## src/rtl/chan_regf_pkg.sv

```systemverilog
// Shared register-map constants and types for the chan_regf channel register file.
package chan_regf_pkg;

   localparam int CTRL_ENA_B    = 0;
   localparam int CTRL_IRQ_EN_B = 1;
   localparam int CTRL_MODE_LSB = 4;
   localparam int MODE_MAX_W    = 8;

   localparam int STAT_BUSY_B   = 0;
   localparam int STAT_DONE_B   = 1;
   localparam int STAT_OVF_B    = 2;

   // Mode is stored at its widest legal size; channels only drive the low MODE_W bits.
   typedef struct packed {
      logic [MODE_MAX_W-1:0] mode;
      logic                  irq_en;
      logic                  ena;
   } ctrl_t;

   function automatic logic [31:0] word_addr(input int unsigned ch, input logic is_stat);
      return (ch << 1) | {31'd0, is_stat};
   endfunction

endpackage

```

## src/rtl/chan_regf_ch.sv

```systemverilog
// One channel: control word, sticky done/overflow flags and the channel's irq term.
module chan_regf_ch
   import chan_regf_pkg::*;
#(
   parameter int MODE_W = 3
) (
   input  logic              main_clk_i,
   input  logic              main_rst_i,
   input  logic              soft_rst_i,
   input  logic              ctrl_we,
   input  logic              stat_we,
   input  logic [31:0]       wdata,
   input  logic              busy,
   input  logic              done_ev,
   output logic              ena,
   output logic [MODE_W-1:0] mode,
   output logic              irq_term,
   output logic [31:0]       ctrl_rd,
   output logic [31:0]       stat_rd
);

   ctrl_t ctrl_q;
   logic  done_q, ovf_q;
   logic  done_clr, ovf_clr, ovf_set;
   logic  unused_wdata;

   assign done_clr = stat_we & wdata[STAT_DONE_B];
   assign ovf_clr  = stat_we & wdata[STAT_OVF_B];
   // A new event on an already-set flag overflows, unless software is clearing it this cycle.
   assign ovf_set  = done_ev & done_q & ~done_clr;

   always_ff @(posedge main_clk_i) begin
      if (main_rst_i || soft_rst_i) begin
         ctrl_q <= '0;
         done_q <= 1'b0;
         ovf_q  <= 1'b0;
      end else begin
         if (ctrl_we) begin
            ctrl_q.ena    <= wdata[CTRL_ENA_B];
            ctrl_q.irq_en <= wdata[CTRL_IRQ_EN_B];
            ctrl_q.mode   <= MODE_MAX_W'(wdata[CTRL_MODE_LSB +: MODE_W]);
         end
         done_q <= done_ev | (done_q & ~done_clr);
         ovf_q  <= ovf_set | (ovf_q & ~ovf_clr);
      end
   end

   assign ena      = ctrl_q.ena;
   assign mode     = ctrl_q.mode[MODE_W-1:0];
   assign irq_term = done_q & ctrl_q.irq_en;

   always_comb begin
      ctrl_rd                               = '0;
      ctrl_rd[CTRL_ENA_B]                   = ctrl_q.ena;
      ctrl_rd[CTRL_IRQ_EN_B]                = ctrl_q.irq_en;
      ctrl_rd[CTRL_MODE_LSB +: MODE_MAX_W]  = ctrl_q.mode;
   end

   always_comb begin
      stat_rd              = '0;
      stat_rd[STAT_BUSY_B] = busy;
      stat_rd[STAT_DONE_B] = done_q;
      stat_rd[STAT_OVF_B]  = ovf_q;
   end

   assign unused_wdata = ^{wdata[31:CTRL_MODE_LSB+MODE_W], wdata[3]};

endmodule

```

## src/rtl/chan_regf.sv

```systemverilog
// Multi-channel register file: bus decode, registered read/error responses, aggregated irq.
module chan_regf
   import chan_regf_pkg::*;
#(
   parameter int NUM_CH = 4,
   parameter int MODE_W = 3,
   parameter int ADDR_W = 13
) (
   input  logic                     main_clk_i,
   input  logic                     main_rst_i,
   input  logic                     soft_rst_i,
   input  logic                     mem_ena_i,
   input  logic [ADDR_W-1:0]        mem_addr_i,
   input  logic                     mem_wena_i,
   input  logic [31:0]              mem_wdata_i,
   output logic [31:0]              mem_rdata_o,
   output logic                     mem_rvld_o,
   output logic                     mem_err_o,
   output logic [NUM_CH-1:0]        regf_ena_o,
   output logic [NUM_CH*MODE_W-1:0] regf_mode_o,
   input  logic [NUM_CH-1:0]        regf_busy_i,
   input  logic [NUM_CH-1:0]        regf_done_i,
   output logic                     irq_o
);

   localparam int NUM_WORDS = 2 * NUM_CH;

   logic                          mapped, rd_req, wr_req;
   logic [NUM_CH-1:0][31:0]       ctrl_rd, stat_rd;
   logic [NUM_CH-1:0]             irq_term;
   logic [31:0]                   rd_word;

   assign mapped = mem_addr_i < ADDR_W'(NUM_WORDS);
   assign rd_req = mem_ena_i & ~mem_wena_i;
   assign wr_req = mem_ena_i & mem_wena_i & mapped;

   generate
      for (genvar c = 0; c < NUM_CH; c++) begin : g_ch
         logic ctrl_we, stat_we;

         assign ctrl_we = wr_req & (mem_addr_i == ADDR_W'(word_addr(c, 1'b0)));
         assign stat_we = wr_req & (mem_addr_i == ADDR_W'(word_addr(c, 1'b1)));

         chan_regf_ch #(.MODE_W(MODE_W)) u_ch (
            .main_clk_i (main_clk_i),
            .main_rst_i (main_rst_i),
            .soft_rst_i (soft_rst_i),
            .ctrl_we    (ctrl_we),
            .stat_we    (stat_we),
            .wdata      (mem_wdata_i),
            .busy       (regf_busy_i[c]),
            .done_ev    (regf_done_i[c]),
            .ena        (regf_ena_o[c]),
            .mode       (regf_mode_o[c*MODE_W +: MODE_W]),
            .irq_term   (irq_term[c]),
            .ctrl_rd    (ctrl_rd[c]),
            .stat_rd    (stat_rd[c])
         );
      end
   endgenerate

   // Read mux sees pre-edge channel state, so a same-cycle done event is not yet visible.
   always_comb begin
      rd_word = '0;
      for (int unsigned c = 0; c < NUM_CH; c++) begin
         if (mem_addr_i == ADDR_W'(word_addr(c, 1'b0))) rd_word = ctrl_rd[c];
         if (mem_addr_i == ADDR_W'(word_addr(c, 1'b1))) rd_word = stat_rd[c];
      end
   end

   always_ff @(posedge main_clk_i) begin
      if (main_rst_i || soft_rst_i) begin
         mem_rdata_o <= '0;
         mem_rvld_o  <= 1'b0;
         mem_err_o   <= 1'b0;
         irq_o       <= 1'b0;
      end else begin
         mem_rvld_o  <= rd_req;
         mem_err_o   <= mem_ena_i & ~mapped;
         mem_rdata_o <= (rd_req && mapped) ? rd_word : '0;
         irq_o       <= |irq_term;
      end
   end

endmodule

```

## config.mk

```make
export PLATFORM = sky130hd
export DESIGN_NAME = chan_regf
export DESIGN_NICKNAME = d
export VERILOG_FILES = /design/src/rtl/chan_regf_pkg.sv /design/src/rtl/chan_regf_ch.sv /design/src/rtl/chan_regf.sv
export SDC_FILE = /design/constraint.sdc
export NUM_CORES = 1
export LEC_CHECK = 0
export CORE_MARGIN = 1
export CORE_UTILIZATION = 40
export CTS_BUF_LIST = sky130_fd_sc_hd__clkbuf_8
export DETAILED_ROUTE_END_ITERATION = 7
export PLACE_DENSITY = 0.72
export SETUP_SLACK_MARGIN = 0.02
export SLEW_MARGIN = 20
export SYNTH_ARGS = -nofsm -noshare
export SYNTH_HDL_FRONTEND = slang
export SYNTH_HIERARCHICAL = 1
export SYNTH_SLANG_ARGS = --single-unit
```

## constraint.sdc

```tcl
create_clock -name main_clk_i -period 3.5 [get_ports main_clk_i]
set_input_delay 0.525 -clock main_clk_i [delete_from_list [all_inputs] [get_ports main_clk_i]]
set_output_delay 0.525 -clock main_clk_i [all_outputs]
set_load 0.1 [all_outputs]
```

* Word level (Yosys, flattened, before mapping) *
Cells that the tools add are included.

cells by class
  order comparisons = 1
  eq/ne operators = 7
  muxes and demuxes = 8
  bitwise logic cells = 59
  reductions and logical operators = 7

operators by type and width
  operator             count
  $mux 12              6
  $eq 13x3->1 const B  4
  $and 1x1->1          40
  $eq 13x2->1 const B  2
  $eq 13x1->1 const B  1
  $logic_not 13->1     1
  $lt 13x4->1 const B  1
  $not 1->1            11
  $reduce_or 9->1      1
  $or 1x1->1           8
  $mux 7               1
  $reduce_or 4->1      1
  $mux 3               1
  $reduce_or 3->1      1
  $reduce_or 2->1      1
  $logic_and 1x1->1    1
  $logic_or 1x1->1     1

word-level totals
  register bits after elaboration = 63
  input port bits = 58
  output and inout port bits = 51
  logic and storage cells = 108

* Longest topological paths before layout *
Gate-level depths: netlist (run 1).

  depth after elaboration = 9
  mapped depth = 8
  gate-level depth less buffers = 5

* By module *
The synthesis (run 1) kept the hierarchy.

modules (own cells, without submodules)
  module        instances  cells each  area each (µm²)  seq. area each (µm²)
  chan_regf     1          384         3124.2           700.7
  chan_regf_ch  4          91          764.5            140.1

* Worst setup path after synthesis (run 1) *
No wires, ideal clock.

  kind = input to register
  from = input mem_addr_i[6]
  to = register g_ch[1].u_ch/ena (netlist name)
  setup time = 0.118 ns
  arrival = 2.001 ns
  data required time = 3.382 ns
  setup slack = 1.381 ns
  stages = 7
  path buffers = 2
  cell sequence = nor4_4 nand3_1 clkbuf_1 nor4_1 buf_2 mux2i_1 nor2_1

between the ends
  word-level cells in the longest chain between the ends = 3
  elaborated cells between the ends (all ways) = 4
  classes of those cells = order compare (1); eq/ne (1); bitwise (2)

RTL lines
  item                 line             source
  start: declaration   chan_regf.sv:13  input logic [ADDR_W-1:0] mem_addr_i,
  $lt 13x4->1          chan_regf.sv:33  assign mapped = mem_addr_i < ADDR_W'(NUM_WORDS);
  $and 1x1->1          chan_regf.sv:35  assign wr_req = mem_ena_i & mem_wena_i & mapped;
  $and 1x1->1 *        chan_regf.sv:41  assign ctrl_we = wr_req & (mem_addr_i == ADDR_W'(word_addr(c, 1'b0)));
  net g_ch[1].ctrl_we  chan_regf.sv:39  logic ctrl_we, stat_we;

Mark *: on every way through the listed nets, which the timed path passes. The rest lies on a longest branch.
A chain may end at the register's enable or synchronous reset.

* Worst setup path in the final report (run 1) *
  from = input mem_addr_i[6]
  to = register g_ch[0].u_ch.done_q

between the ends
  word-level cells in the longest chain between the ends = 7
  elaborated cells between the ends (all ways) = 8
  classes of those cells = order compare (1); eq/ne (1); bitwise (6)

RTL lines
  item                    line                source
  $lt 13x4->1             chan_regf.sv:33
  $and 1x1->1             chan_regf.sv:35
  $and 1x1->1 *           chan_regf.sv:42     assign stat_we = wr_req & (mem_addr_i == ADDR_W'(word_addr(c, 1'b1)));
  net g_ch[0].stat_we     chan_regf.sv:39
  $and 1x1->1 *           chan_regf_ch.sv:27  assign done_clr = stat_we & wdata[STAT_DONE_B];
  $not 1->1 *             chan_regf_ch.sv:43  done_q <= done_ev | (done_q & ~done_clr);
  $and 1x1->1 *           chan_regf_ch.sv:43
  $or 1x1->1 *            chan_regf_ch.sv:43
  end signal: assignment  chan_regf_ch.sv:43
  end: declaration        chan_regf_ch.sv:23  logic done_q, ovf_q;

Marked as above.

==> reports/qor.txt, run 1 <==
run status: complete, no violations
Placer Congestion: 0.829
gr usage total: 0.155
largest net degree at the start of global routing: 48
Vert. Die Dim: 126 um
number of routed nets with antenna violations: 0
core box area: 15100 um^2
Ant. Diodes: 0
Post-synth EDFFs: 0
Mapped Cells: 748
initial antenna violation count: 0
unrepaired setup endpoints after global routing: no
cell row count: 45
Post-synth ARST share: 0
# Max-Cap Violations: 0
Final Cycle Share: 0.753
Hold Crit Class: flip-flop to flip-flop
worst path arrival time: 2.88 ns
Mapped Area: 6180 um^2
final wirelength: 11700 um
Fin Hold WS: 0.529 ns
post-layout min period: 2.63 ns
Required @ worst endpoint: 3.74 ns
kind of critical path: input port to flip-flop
Iter 0 DRT Violations: 242
Worst Hold Path Cells: 2
max layer used: met4
IO Pins: 109
P_leak: 0.00253 uW
area fraction of the dominant cell type after synthesis: 0.318
H-Tree Depth: 3
max-slew violation count: 0
Critical Path Source Type: input port
TritonCTS clock tree: done
dpl cell area: 6060 um^2
synth warn: 6
clock slew at reported path FFs: 0.08 ns
Hold-fix buffers, CTS: 0
worst-skew pair later-pin latency: 0.35 ns
Finished Layout Cells: 978
Synth Flop Type: dfxtp_1
WL per Instance: 12.0 um
synth-to-layout area growth: 1.70%
Port Buf Inserts: 82
PD cells: 277 nW/um^2
placed insts: 962
final core utilization: 0.415
Worst Tran Pin Value: 0.998 ns
vias: 4189
TritonRoute pass-1 iters: 4
WL met1: 5390 um
first-pass GRT wire length: 19400 um
CTS Buf Count: 9
Synth area leaders: buf_4 (32%), dfxtp_1 (20%), mux2i_1 (11%)
metal3 WL: 557 um
Root Driver: clkbuf_8
worst r2r path cells: 4
peak supply drop: 0.234 mV
Seq/Total Area, Yosys: 0.204
Max Freq: 0.380 GHz
share of post-route cells with drive strength above 1: 0.103
wire length on met2: 5660 um
number of global-route vias before repair: 3898
Hold Startpoint: g_ch[3].u_ch/ctrl_rd[1]
relative slew slack: 0.333
Layout Cell Area excl Fill: 6290 um^2
R2R Path Start: g_ch[1].u_ch/ovf_q
Crit Path Max Fanout: 11
Hold Vio Cnt, Final: 0
number of library cell types mapped by synthesis: 54
endpoints failing setup: 0
GRT Residual Overflow: 0
Yosys reg bits: 63
# DRC: 0
Die W: 126 um
# resized after CTS: 0
Via density: 4.28
layout net count: 843
Mapped Avg Cell Area: 8.26 um^2
Starting Density: 0.408
Max Root-Sink Buffers: 2
post-synth top area cell: buf_4
Sink Count: 63
Final TNS setup: 0 ns
Critical Path Start: mem_addr_i[6]
Setup Fix Bufs, Post-CTS: 0
Fin Clk Skew: 0.0106 ns
critical path capture point type: flip-flop
die area: 16000 um^2
DP Wirelength: 8540 um
[final cells by class]
cell class / instances / area [um^2]
Clock buffer: 9 / 124
Multi-Input combinational cell: 603 / 3580
Fill cell: 1524 / 8860
Timing Repair Buffer: 101 / 956
Sequential cell: 63 / 1260
Clock inverter: 7 / 103
Inverter: 7 / 26.3
Tap cell: 188 / 235
[cell families (layout without fill, tap and decap cells)]
family / count (synthesis) / count (layout) / share of synthesized area
other: 4 / 224 / 0.00243
AOI/OAI and AO/OA: 155 / 155 / 0.171
buffers and inverters: 302 / 124 / 0.350
DFF: 63 / 63 / 0.204
and+or+nand+nor: 140 / 140 / 0.126
muxes: 84 / 84 / 0.147
[placed cells by master (no fill, tap or decap), types with 5 or more instances in the layout]
master / synthesis / routed
a211oi_1: 16 / 16
a21bo_2: 8 / 8
a21oi_1: 22 / 22
a221o_1: 9 / 9
buf_4: 262 / 20
clkbuf_8: 0 / 9
clkdlybuf4s50_1: 0 / 80
conb_1: 4 / 224
dfxtp_1: 63 / 63
inv_1: 7 / 7
mux2_2: 15 / 15
mux2i_1: 65 / 65
nand2_1: 20 / 20
nand3_1: 10 / 10
nand3b_1: 6 / 6
nand4_1: 5 / 5
nor2_1: 53 / 53
nor3_1: 6 / 6
nor4_1: 5 / 5
o21ai_0: 35 / 35
o21ai_1: 13 / 13
o221ai_1: 10 / 10
o22ai_1: 19 / 19
[path summary, 6_finish.rpt]
check                            end  slack (ns)
min reg2reg  g_ch[3].u_ch/ctrl_rd[1]        0.53
min          g_ch[3].u_ch/ctrl_rd[1]        0.53
max              g_ch[0].u_ch/done_q        0.87
max reg2reg           mem_rdata_o[2]        2.27
[routing by layer]
metal,GRT usage,vias up
li1,-,2232
met5,0,-
met3,0.0405,8
met2,0.267,89
met4,0.0340,0
met1,0.192,1860
[sequential cells by signal (all words and copies together) (netlist names)]
name               flops
mem_rdata_o           32
g_ch.u_ch/ctrl_rd     16
g_ch.u_ch/done_q       4
g_ch.u_ch/ena          4
g_ch.u_ch/ovf_q        4
irq_o                  1
mem_err_o              1
mem_rvld_o             1
[stage by stage]
stage	setup WS (ns)	total power, uW
2_1_floorplan	1.38	1140
5_1_grt	0.696	1840
3_3_place_gp	0.557	1020
3_5_place_dp	0.512	1020
6_report	0.865	1740
4_1_cts	0.915	1760
[cells in the mapped netlist (all sizes together), types with 5 or more instances]
library cell / count
nor2: 54
dfxtp: 63
clkbuf: 15
or3b: 5
nand3b: 6
buf: 280
or2: 6
mux2: 15
nand2: 20
a21bo: 8
nor3: 7
o21ai: 48
a21oi: 22
a211oi: 16
nand3: 10
inv: 7
nand4: 5
nor4: 8
a221o: 9
o221ai: 10
o22ai: 23
mux2i: 65
[power breakdown]
| group | switching [uW] | total (uW) | internal [uW] |
|---|---|---|---|
| Combinational | 165 | 290 | 125 |
| Clock | 323 | 732 | 409 |
| Sequential | 2.17 | 722 | 720 |
| Total | 490 | 1740 | 1250 |
[critical path: stages]
cell,delay [ns]
clkdlybuf4s50_1,0.46
nor4_4,0.52
nand3_1,0.28
buf_4,0.25
nor4_1,0.52
a21bo_2,0.26
a21oi_1,0.06
No activity file was read; power rests on OpenSTA's default activity.
==> run 2: changes to the inputs <==
==> constraint.sdc (replaced) <==
create_clock -name main_clk_i -period 2.75 [get_ports main_clk_i]
set_input_delay 0.4125 -clock main_clk_i [delete_from_list [all_inputs] [get_ports main_clk_i]]
set_output_delay 0.4125 -clock main_clk_i [all_outputs]
set_load 0.1 [all_outputs]
==> run 2 against run 1 <==
Against the previous run:
- via count grew 0.95%
- hold slack worse by 0.0089 ns
- final cell count is 1.0% higher
- cell area down 1.5%
- wire length increased by 0.53%
- critical path type unchanged
- largest power group is now registers
==> reports/qor.txt, run 2 (same netlist as run 1, synthesis figures left out) <==
clock slew at reported path FFs: 0.07 ns (about the same)
R2R Setup Slk: 1.54 ns (-0.73 ns)
Hold Startpoint: g_ch[0].u_ch/ctrl_rd[1]
Ant. Diodes: 0 (unchanged)
Port Buf Inserts: 82 (unchanged)
CTS Buf Count: 9 (unchanged)
Setup Fix Bufs, Post-CTS: 0 (unchanged)
TritonRoute pass-1 iters: 4 (unchanged)
CP max stage delay: 0.46 ns (-0.06 ns)
Placer Congestion: 0.790 (-4.7%)
DP Wirelength: 8780 um (+2.7%)
Power, Total: 2030 uW (+17%)
Crit Path Max Fanout: 9 (-2)
Die W: 126 um (unchanged)
max-slew violation count: 0 (unchanged)
Vert. Die Dim: 126 um (unchanged)
worst r2r path cells: 3 (-1)
P_leak: 0.00267 uW (+5.4%)
dpl cell area: 6020 um^2 (-0.66%)
post-layout min period: 2.20 ns
Final Cycle Share: 0.802
endpoints failing setup: 0 (unchanged)
TritonCTS clock tree: done
GRT Residual Overflow: 0 (unchanged)
Required @ worst endpoint: 3.01 ns (-0.73 ns)
Layout Cell Area excl Fill: 6200 um^2 (-1.5%)
CP Cell Sequence: clkdlybuf4s50_1, nor4_4, nand3_1, nor4b_1, buf_4, mux2i_1, nor2_1
vias: 4229 (+0.95%)
critical path capture point type: flip-flop
Critical Path Source Type: input port
Worst Hold Path Cells: 2 (unchanged)
first-pass GRT wire length: 19200 um (-1.2%)
run status: complete, no violations
H-Tree Depth: 3 (unchanged)
core box area: 15100 um^2 (unchanged)
Hold-fix buffers, CTS: 0 (unchanged)
# DRC: 0 (unchanged)
Root Driver: clkbuf_8
unrepaired setup endpoints after global routing: no
worst-skew pair later-pin latency: 0.38 ns (+0.03 ns)
gr usage total: 0.155 (+0.000572)
PD cells: 328 nW/um^2 (+18%)
share of post-route cells with drive strength above 1: 0.176 (+0.0737)
number of global-route vias before repair: 3839 (-1.5%)
layout net count: 853 (+1.2%)
CP endpoint: g_ch[0].u_ch/ctrl_rd[4]
number of routed nets with antenna violations: 0 (unchanged)
Largest register FFs: 32 (unchanged)
critical path's slowest cell: clkdlybuf4s50_1
die area: 16000 um^2 (unchanged)
kind of critical path: input port to flip-flop
relative slew slack: 0.596 (+0.263)
final core utilization: 0.409 (-0.00603)
CP Buf/Inv Count: 2 (unchanged)
final wirelength: 11800 um (+0.53%)
Starting Density: 0.408 (unchanged)
Worst Tran Pin Value: 0.605 ns (-0.393 ns)
most frequent cells in the layout: conb_1 (224), buf_4 (80), mux2i_1 (65)
Iter 0 DRT Violations: 142 (-41%)
largest net degree at the start of global routing: 40 (-17%)
peak supply drop: 0.286 mV (+22%)
R2R Path Start: g_ch[1].u_ch/ena
IO Pins: 109 (unchanged)
most flop-heavy register: mem_rdata_o
Max Freq: 0.454 GHz
initial antenna violation count: 0 (unchanged)
Sink Count: 63 (unchanged)
commonest non-fill, non-tap cell in the layout: conb_1
CP top delay family: simple AND/OR/NAND/NOR gates
Final TNS setup: 0 ns (unchanged)
synth-to-layout area growth: 0.223%
# resized after CTS: 0 (unchanged)
Hold Crit Class: flip-flop to flip-flop
WL per Instance: 11.9 um (-0.49%)
Critical R2R Capture: mem_rdata_o[0]
Fin Hold WS: 0.520 ns (-0.00890 ns)
cell row count: 45 (unchanged)
Fin Clk Skew: 0.0107 ns (+0.000169 ns)
Hold Vio Cnt, Final: 0 (unchanged)
Critical Path Start: mem_addr_i[6]
Via density: 4.28 (about the same)
Max Root-Sink Buffers: 2 (unchanged)
Worst path depth: 7 (unchanged)
worst path arrival time: 2.46 ns (-0.42 ns)
# Max-Cap Violations: 0 (unchanged)
run 2: cell types whose count changed in the layout (fill, tap and decap cells not counted), moves of 2 or more:
| cell | previous run | this run |
|---|---|---|
| clkdlybuf4s50_1 | 80 | 29 |
| inv_6 | 3 | 0 |
| buf_4 | 20 | 80 |
| bufinv_16 | 2 | 0 |
| clkinv_2 | 0 | 2 |
run 2: worst min-delay path by stage:
stage                                          to  slack [ns]
final                     g_ch[0].u_ch/ctrl_rd[1]        0.52
after global routing      g_ch[0].u_ch/ctrl_rd[1]        0.56
after CTS                 g_ch[0].u_ch/ctrl_rd[1]        0.52
after detailed placement  g_ch[0].u_ch/ctrl_rd[1]        0.50
after global placement    g_ch[0].u_ch/ctrl_rd[1]        0.49
after floorplan           g_ch[0].u_ch/ctrl_rd[1]        0.47
run 2: per-layer routing:
layer,GRT usage,share of wire
met3,0.0346,0.037
met2,0.265,0.48
met5,0,0
met4,0.0617,0.019
met1,0.189,0.47
run 2: report_power, final:
group,total (uW),internal (uW),switching (uW)
Clock,739,346,393
Sequential,919,917,2.75
Combinational,376,164,212
run 2: layout make-up:
class	count	area [um^2]
clock buffer	10	138
clock inverter	6	37.5
fill	1548	8950
inverter	7	26.3
multi-input combinational	603	3580
sequential	63	1260
tap	188	235
timing repair buffer	111	916
run 2: worst min-delay path, cell delays in order (launching register included):
cell and delay [ns]:
dfxtp_1 0.35, mux2i_1 0.07, nor2_1 0.07
run 2: stage by stage:
stage / worst slack (ns) / std cells
2_1_floorplan: 0.744 / 968
3_3_place_gp: 0.196 / 972
3_5_place_dp: 0.169 / 972
4_1_cts: 0.583 / 988
5_1_grt: 0.424 / 988
6_report: 0.546 / 988
==> run 3: changes to the inputs <==
--- a/config.mk
+++ b/config.mk
@@ -9,7 +9,7 @@
 export CORE_UTILIZATION = 40
 export CTS_BUF_LIST = sky130_fd_sc_hd__clkbuf_8
 export DETAILED_ROUTE_END_ITERATION = 7
-export PLACE_DENSITY = 0.72
+export PLACE_DENSITY = 0.75
 export SETUP_SLACK_MARGIN = 0.02
 export SLEW_MARGIN = 20
 export SYNTH_ARGS = -nofsm -noshare
==> constraint.sdc (replaced) <==
create_clock -name main_clk_i -period 1.9 [get_ports main_clk_i]
set_input_delay 0.285 -clock main_clk_i [delete_from_list [all_inputs] [get_ports main_clk_i]]
set_output_delay 0.285 -clock main_clk_i [all_outputs]
set_load 0.1 [all_outputs]
==> run 3 against run 2 <==
Against the previous run:
- non-clock buffer count is 26 higher
- largest power group unchanged
- sequential power grew 45%
- via count up 2.9%
- register-to-register slack worse by 0.85 ns
- final cell count rose by 2.6%
==> reports/qor.txt, run 3 (same netlist as run 1, synthesis figures left out) <==
placed insts: 995 (+2.4%)
largest net degree at the start of global routing: 26 (-35%)
# Max-Cap Violations: 0 (unchanged)
DP Wirelength: 9330 um (+6.3%)
CP Cell Sequence: clkdlybuf4s50_1, or4_4, nor4_4, buf_6, o21ai_1, a21oi_1
Max Freq: 0.550 GHz
share of post-route cells with drive strength above 1: 0.214 (+0.0380)
IO Pins: 109 (unchanged)
first-pass GRT wire length: 20000 um (+4.3%)
H-Tree Depth: 3 (unchanged)
Largest register FFs: 32 (unchanged)
wire length on met2: 6020 um (+6.9%)
Crit Path Max Fanout: 9 (unchanged)
CTS Buf Count: 9 (unchanged)
TritonRoute pass-1 iters: 4 (unchanged)
worst-skew pair later-pin latency: 0.37 ns (about the same)
Fin Clk Skew: 0.00658 ns (-0.00415 ns)
number of routed nets with antenna violations: 0 (unchanged)
P_leak: 0.00285 uW (+6.6%)
vias: 4352 (+2.9%)
peak supply drop: 0.468 mV (+64%)
worst path arrival time: 2.11 ns (-0.35 ns)
Sink Count: 63 (unchanged)
kind of critical path: input port to flip-flop
initial antenna violation count: 0 (unchanged)
Worst Tran Pin Value: 0.676 ns (+0.0713 ns)
clock slew at reported path FFs: 0.08 ns (about the same)
run status: complete, no violations
cell row count: 45 (unchanged)
Hold Vio Cnt, Final: 0 (unchanged)
# DRC: 0 (unchanged)
unrepaired setup endpoints after global routing: no
Final TNS setup: 0 ns (unchanged)
post-layout min period: 1.82 ns
Finished Layout Cells: 1014 (+2.6%)
PD cells: 464 nW/um^2 (+41%)
Final Cycle Share: 0.958
number of global-route vias before repair: 4070 (+6.0%)
die area: 16000 um^2 (unchanged)
TritonCTS clock tree: done
CP max stage delay: 0.59 ns (+0.13 ns)
final wirelength: 12300 um (+4.5%)
layout net count: 879 (+3.0%)
synth-to-layout area growth: 5.00%
Starting Density: 0.408 (unchanged)
Root Driver: clkbuf_8
critical path capture point type: flip-flop
Via density: 4.29 (+0.27%)
WL met1: 5630 um (+2.6%)
relative slew slack: 0.549 (-0.0476)
Required @ worst endpoint: 2.19 ns (-0.82 ns)
max layer used: met4
endpoints failing setup: 0 (unchanged)
most frequent cells in the layout: conb_1 (224), buf_4 (102), mux2i_1 (65)
Die W: 126 um (unchanged)
metal3 WL: 500 um (+14%)
critical path's slowest cell: or4_4
Hold Crit Class: input port to flip-flop
gr usage total: 0.159 (+0.00428)
WL per Instance: 12.1 um (+1.8%)
Ant. Diodes: 0 (unchanged)
max-slew violation count: 0 (unchanged)
GRT Residual Overflow: 0 (unchanged)
Placer Congestion: 0.816 (+3.3%)
Iter 0 DRT Violations: 208 (+46%)
Port Buf Inserts: 82 (unchanged)
most flop-heavy register: mem_rdata_o
core box area: 15100 um^2 (unchanged)
commonest non-fill, non-tap cell in the layout: conb_1
Vert. Die Dim: 126 um (unchanged)
Critical Path Source Type: input port
Max Root-Sink Buffers: 2 (unchanged)
run 3: cell count changes in the layout (fill, tap and decap cells not counted), sizes merged:
cell	delta
clkinv	-2
dlygate4sd2	+1
dlymetal6s2s	+4
buf	+26
clkinvlp	+2
clkdlybuf4s50	-5
run 3: area by class of cell:
cell class | instances | area (um^2)
fillers | 1503 | 8650
multi-input cells | 603 | 3640
flip-flops and latches | 63 | 1260
repair buffers | 137 | 1140
well taps | 188 | 235
clock buffers | 10 | 138
clock inverters | 6 | 43.8
inverters | 7 | 26.3
run 3: final timing paths:
check / startpoint / endpoint / slack [ns] / depth (start not counted)
worst max-delay path: mem_addr_i[3] / mem_rdata_o[6] / 0.08 / 6
worst min-delay path: mem_addr_i[0] / mem_rdata_o[27] / 0.50 / 4
worst max register to register: g_ch[0].u_ch/ctrl_rd[4] / mem_rdata_o[4] / 0.69 / 4
worst min register to register: g_ch[1].u_ch/ctrl_rd[5] / g_ch[1].u_ch/ctrl_rd[5] / 0.53 / 2
run 3: timing repair:
item | CTS | global route
pin swaps | 2 | 2
resized for setup | 6 | 13
setup buffers | 0 | 3
setup endpoints to repair | 23 | 49
hold buffers | 0 | 0
run 3: power by group:
group | switching [uW] | leakage [uW] | internal (uW) | total (uW)
logic | 322 | 0.00226 | 262 | 584
registers | 4.34 | 0.000508 | 1330 | 1330
clock network | 589 | 0.0000809 | 509 | 1100
total | 915 | 0.00285 | 2100 | 3010
run 3: per-stage QoR:
stage	setup WS (ns)	util	hold WS, ns	total power [uW]	instance area (um^2)
finish	0.0805	0.429	0.504	3010	6490
global route	0.0278	0.429	0.492	3180	6490
CTS	0.0201	0.423	0.481	3030	6410
detailed placement	-0.465	0.410	0.508	1920	6210
global placement	-0.419	0.410	0.494	1910	6210
floorplan	0.0212	-	0.362	2090	7010
run 3: per-layer routing:
metal | GRT usage | vias up
met5 | 0 | -
met4 | 0.0468 | 0
met3 | 0.0472 | 12
met2 | 0.271 | 65
met1 | 0.194 | 1969
li1 | - | 2306
run 3: critical path, delay by kind of cell:
kind	cells	cell delay (ns)
AOI/OAI and AO/OA	2	0.23
buffers and inverters	2	0.64
and+or+nand+nor	2	0.95
==> variant, RTL diff (settings of run 2) <==
Put a register stage on the output `regf_ena_o`. The value now appears one clock later. The other outputs are not delayed to match.
--- a/src/rtl/chan_regf.sv
+++ b/src/rtl/chan_regf.sv
@@ -25,6 +25,8 @@
 
    localparam int NUM_WORDS = 2 * NUM_CH;
 
+   logic [NUM_CH-1:0] regf_ena_d;
+
    logic                          mapped, rd_req, wr_req;
    logic [NUM_CH-1:0][31:0]       ctrl_rd, stat_rd;
    logic [NUM_CH-1:0]             irq_term;
@@ -50,7 +52,7 @@
             .wdata      (mem_wdata_i),
             .busy       (regf_busy_i[c]),
             .done_ev    (regf_done_i[c]),
-            .ena        (regf_ena_o[c]),
+            .ena        (regf_ena_d[c]),
             .mode       (regf_mode_o[c*MODE_W +: MODE_W]),
             .irq_term   (irq_term[c]),
             .ctrl_rd    (ctrl_rd[c]),
@@ -82,5 +84,9 @@
       end
    end
 
+   always_ff @(posedge main_clk_i) begin
+      regf_ena_o <= regf_ena_d;
+   end
+
 endmodule
 
Behaviour: not the same (a bounded check fails within 4 cycles, from zero or initial values).
==> variant against run 2 <==
Count of clock-buffer cells in the layout shrank 1; sequential cell count is 4 higher; setup slack worse by 0.32 ns; cell area grew 0.79%; non-clock buffer count is the same; routed wire length is 1.7% higher; global-route usage is 0.12 points higher; power increased by 7.6%; hold slack got worse by 0.13 ns; synthesized area grew 0.73%; register-to-register slack got worse by 0.11 ns; critical endpoint is now g_ch[0].u_ch/ena.
==> variant: results (changes against run 2) <==
The flow ran to the end, and the final reports show no timing, DRC or antenna violations. The path depth of the worst reg2reg path was 5 (was 3). The smallest setup slack after layout came out at 0.2296 ns (was 0.5459 ns).

Hold-critical path endpoint: regf_ena_o[0] (was g_ch[0].u_ch/ctrl_rd[1]). Largest cells by area after synthesis: sky130_fd_sc_hd__buf_4 30%, sky130_fd_sc_hd__dfxtp_1 22%, sky130_fd_sc_hd__mux2i_1 7.4% (was sky130_fd_sc_hd__buf_4 32%, sky130_fd_sc_hd__dfxtp_1 20%, sky130_fd_sc_hd__mux2i_1 11%). For the overall routing resource usage, the log shows 15.64% (was 15.52%).

The placed wire-length estimate after detailed placement is 8824 um (was 8776 um), and the number of filler instances in the final layout is 1554 (was 1548). The number of vias per cell after detailed routing was 4.326 (was 4.280); the leakage power was 0.002741 uW (was 0.002669 uW). The maximum fanout along the worst path came out at 5 (was 9).

The setup slack on the worst flop-to-flop path came out at 1.43 ns (was 1.54 ns). The first-pass GRT wire length is 19800 um (was 19190 um), and the number of nets in the final layout is 873 (was 853). Cell depth of the worst min-delay path: 0 (was 2). The register area share after synthesis is 21.54% (was 20.40%).

The worst relative slew slack is 48.15% (was 59.61%). The pin count of the biggest net entering global routing is 38 (was 40), and the post-synthesis to final-layout area growth is 0.2813% (was 0.2226%). Most used standard cells in the synthesized netlist: 252 x sky130_fd_sc_hd__buf_4, 67 x sky130_fd_sc_hd__dfxtp_1, 51 x sky130_fd_sc_hd__nor2_1 (was 262 x sky130_fd_sc_hd__buf_4, 65 x sky130_fd_sc_hd__mux2i_1, 63 x sky130_fd_sc_hd__dfxtp_1). The tools report the number of distinct library cell variants in the gate-level netlist after synthesis as 45 (was 54).

The tightest hold margin is 0.3917 ns (was 0.5199 ns), and the number of DRC violations after detailed-routing iteration 0 is 218 (was 142). For the worst setup skew after layout, the log shows 0.01346 ns (was 0.01072 ns). The tools report the internal power of the cells as 1500 uW (was 1426 uW). The start point of the worst hold path was g_ch[0].u_ch/ena (was g_ch[0].u_ch/ctrl_rd[1]).

The routed wire length was 11970 um (was 11770 um); the largest voltage drop on the vdd net was 0.0002227 V (was 0.0002861 V). The highest cell delay on the worst timing path is 0.54 ns (was 0.46 ns), and the placed cell area is 6056 um2 (was 6021 um2). The vias after detailed routing was 4361 (was 4229); the fraction of final layout cells with drive strength greater than 1 was 16.71% (was 17.63%).

The post-placement setup slack is -0.1596 ns (was 0.1692 ns).
-- variant: power by group through the flow --
| stage | logic (uW) | clock network, uW | registers, uW |
|---|---|---|---|
| floorplan | 521 | 0 | 1010 |
| global placement | 384 | 0 | 999 |
| detailed placement | 389 | 0 | 999 |
| CTS | 390 | 840 | 976 |
| global route | 453 | 881 | 977 |
| finish | 400 | 812 | 976 |
-- variant: cell families (layout without fill, tap and decap cells) --
kind of cell,after synthesis,after routing,synth area share (%)
DFF,67,67,21.54
and+or+nand+nor,159,159,11.87
AOI/OAI and AO/OA,162,162,18.45
buffers and inverters,316,141,35.26
other,4,224,0.2410
muxes,67,67,12.64
-- variant: area by class of cell --
class                           instances  area share [%]
Sequential cell                        67           21.48
Clock buffer                            9           1.984
Tap cell                              188           3.767
Clock inverter                          7           1.042
Timing Repair Buffer                  111           14.59
Multi-Input combinational cell        612           56.30
Inverter                               14          0.8415
-- variant: how the worst max path moves through the flow --
stage,end,from
after floorplan,g_ch[0].u_ch/ctrl_rd[1],mem_addr_i[5]
after CTS,g_ch[0].u_ch/ena,mem_addr_i[5]
after detailed placement,g_ch[0].u_ch/ena,mem_addr_i[5]
final,g_ch[0].u_ch/ena,mem_addr_i[5]
after global placement,g_ch[0].u_ch/ctrl_rd[1],mem_addr_i[5]
after global routing,g_ch[0].u_ch/ena,mem_addr_i[5]
-- variant: per-layer routing --
metal / wire [um] / share of wire, % / vias up / global-route usage, %
li1: - / - / 2284 / -
met1: 5665 / 47 / 1954 / 21.19
met2: 5507 / 46 / 107 / 24.28
met3: 605 / 5.1 / 16 / 3.416
met4: 193 / 1.6 / 0 / 5.882
met5: 0 / 0 / - / 0
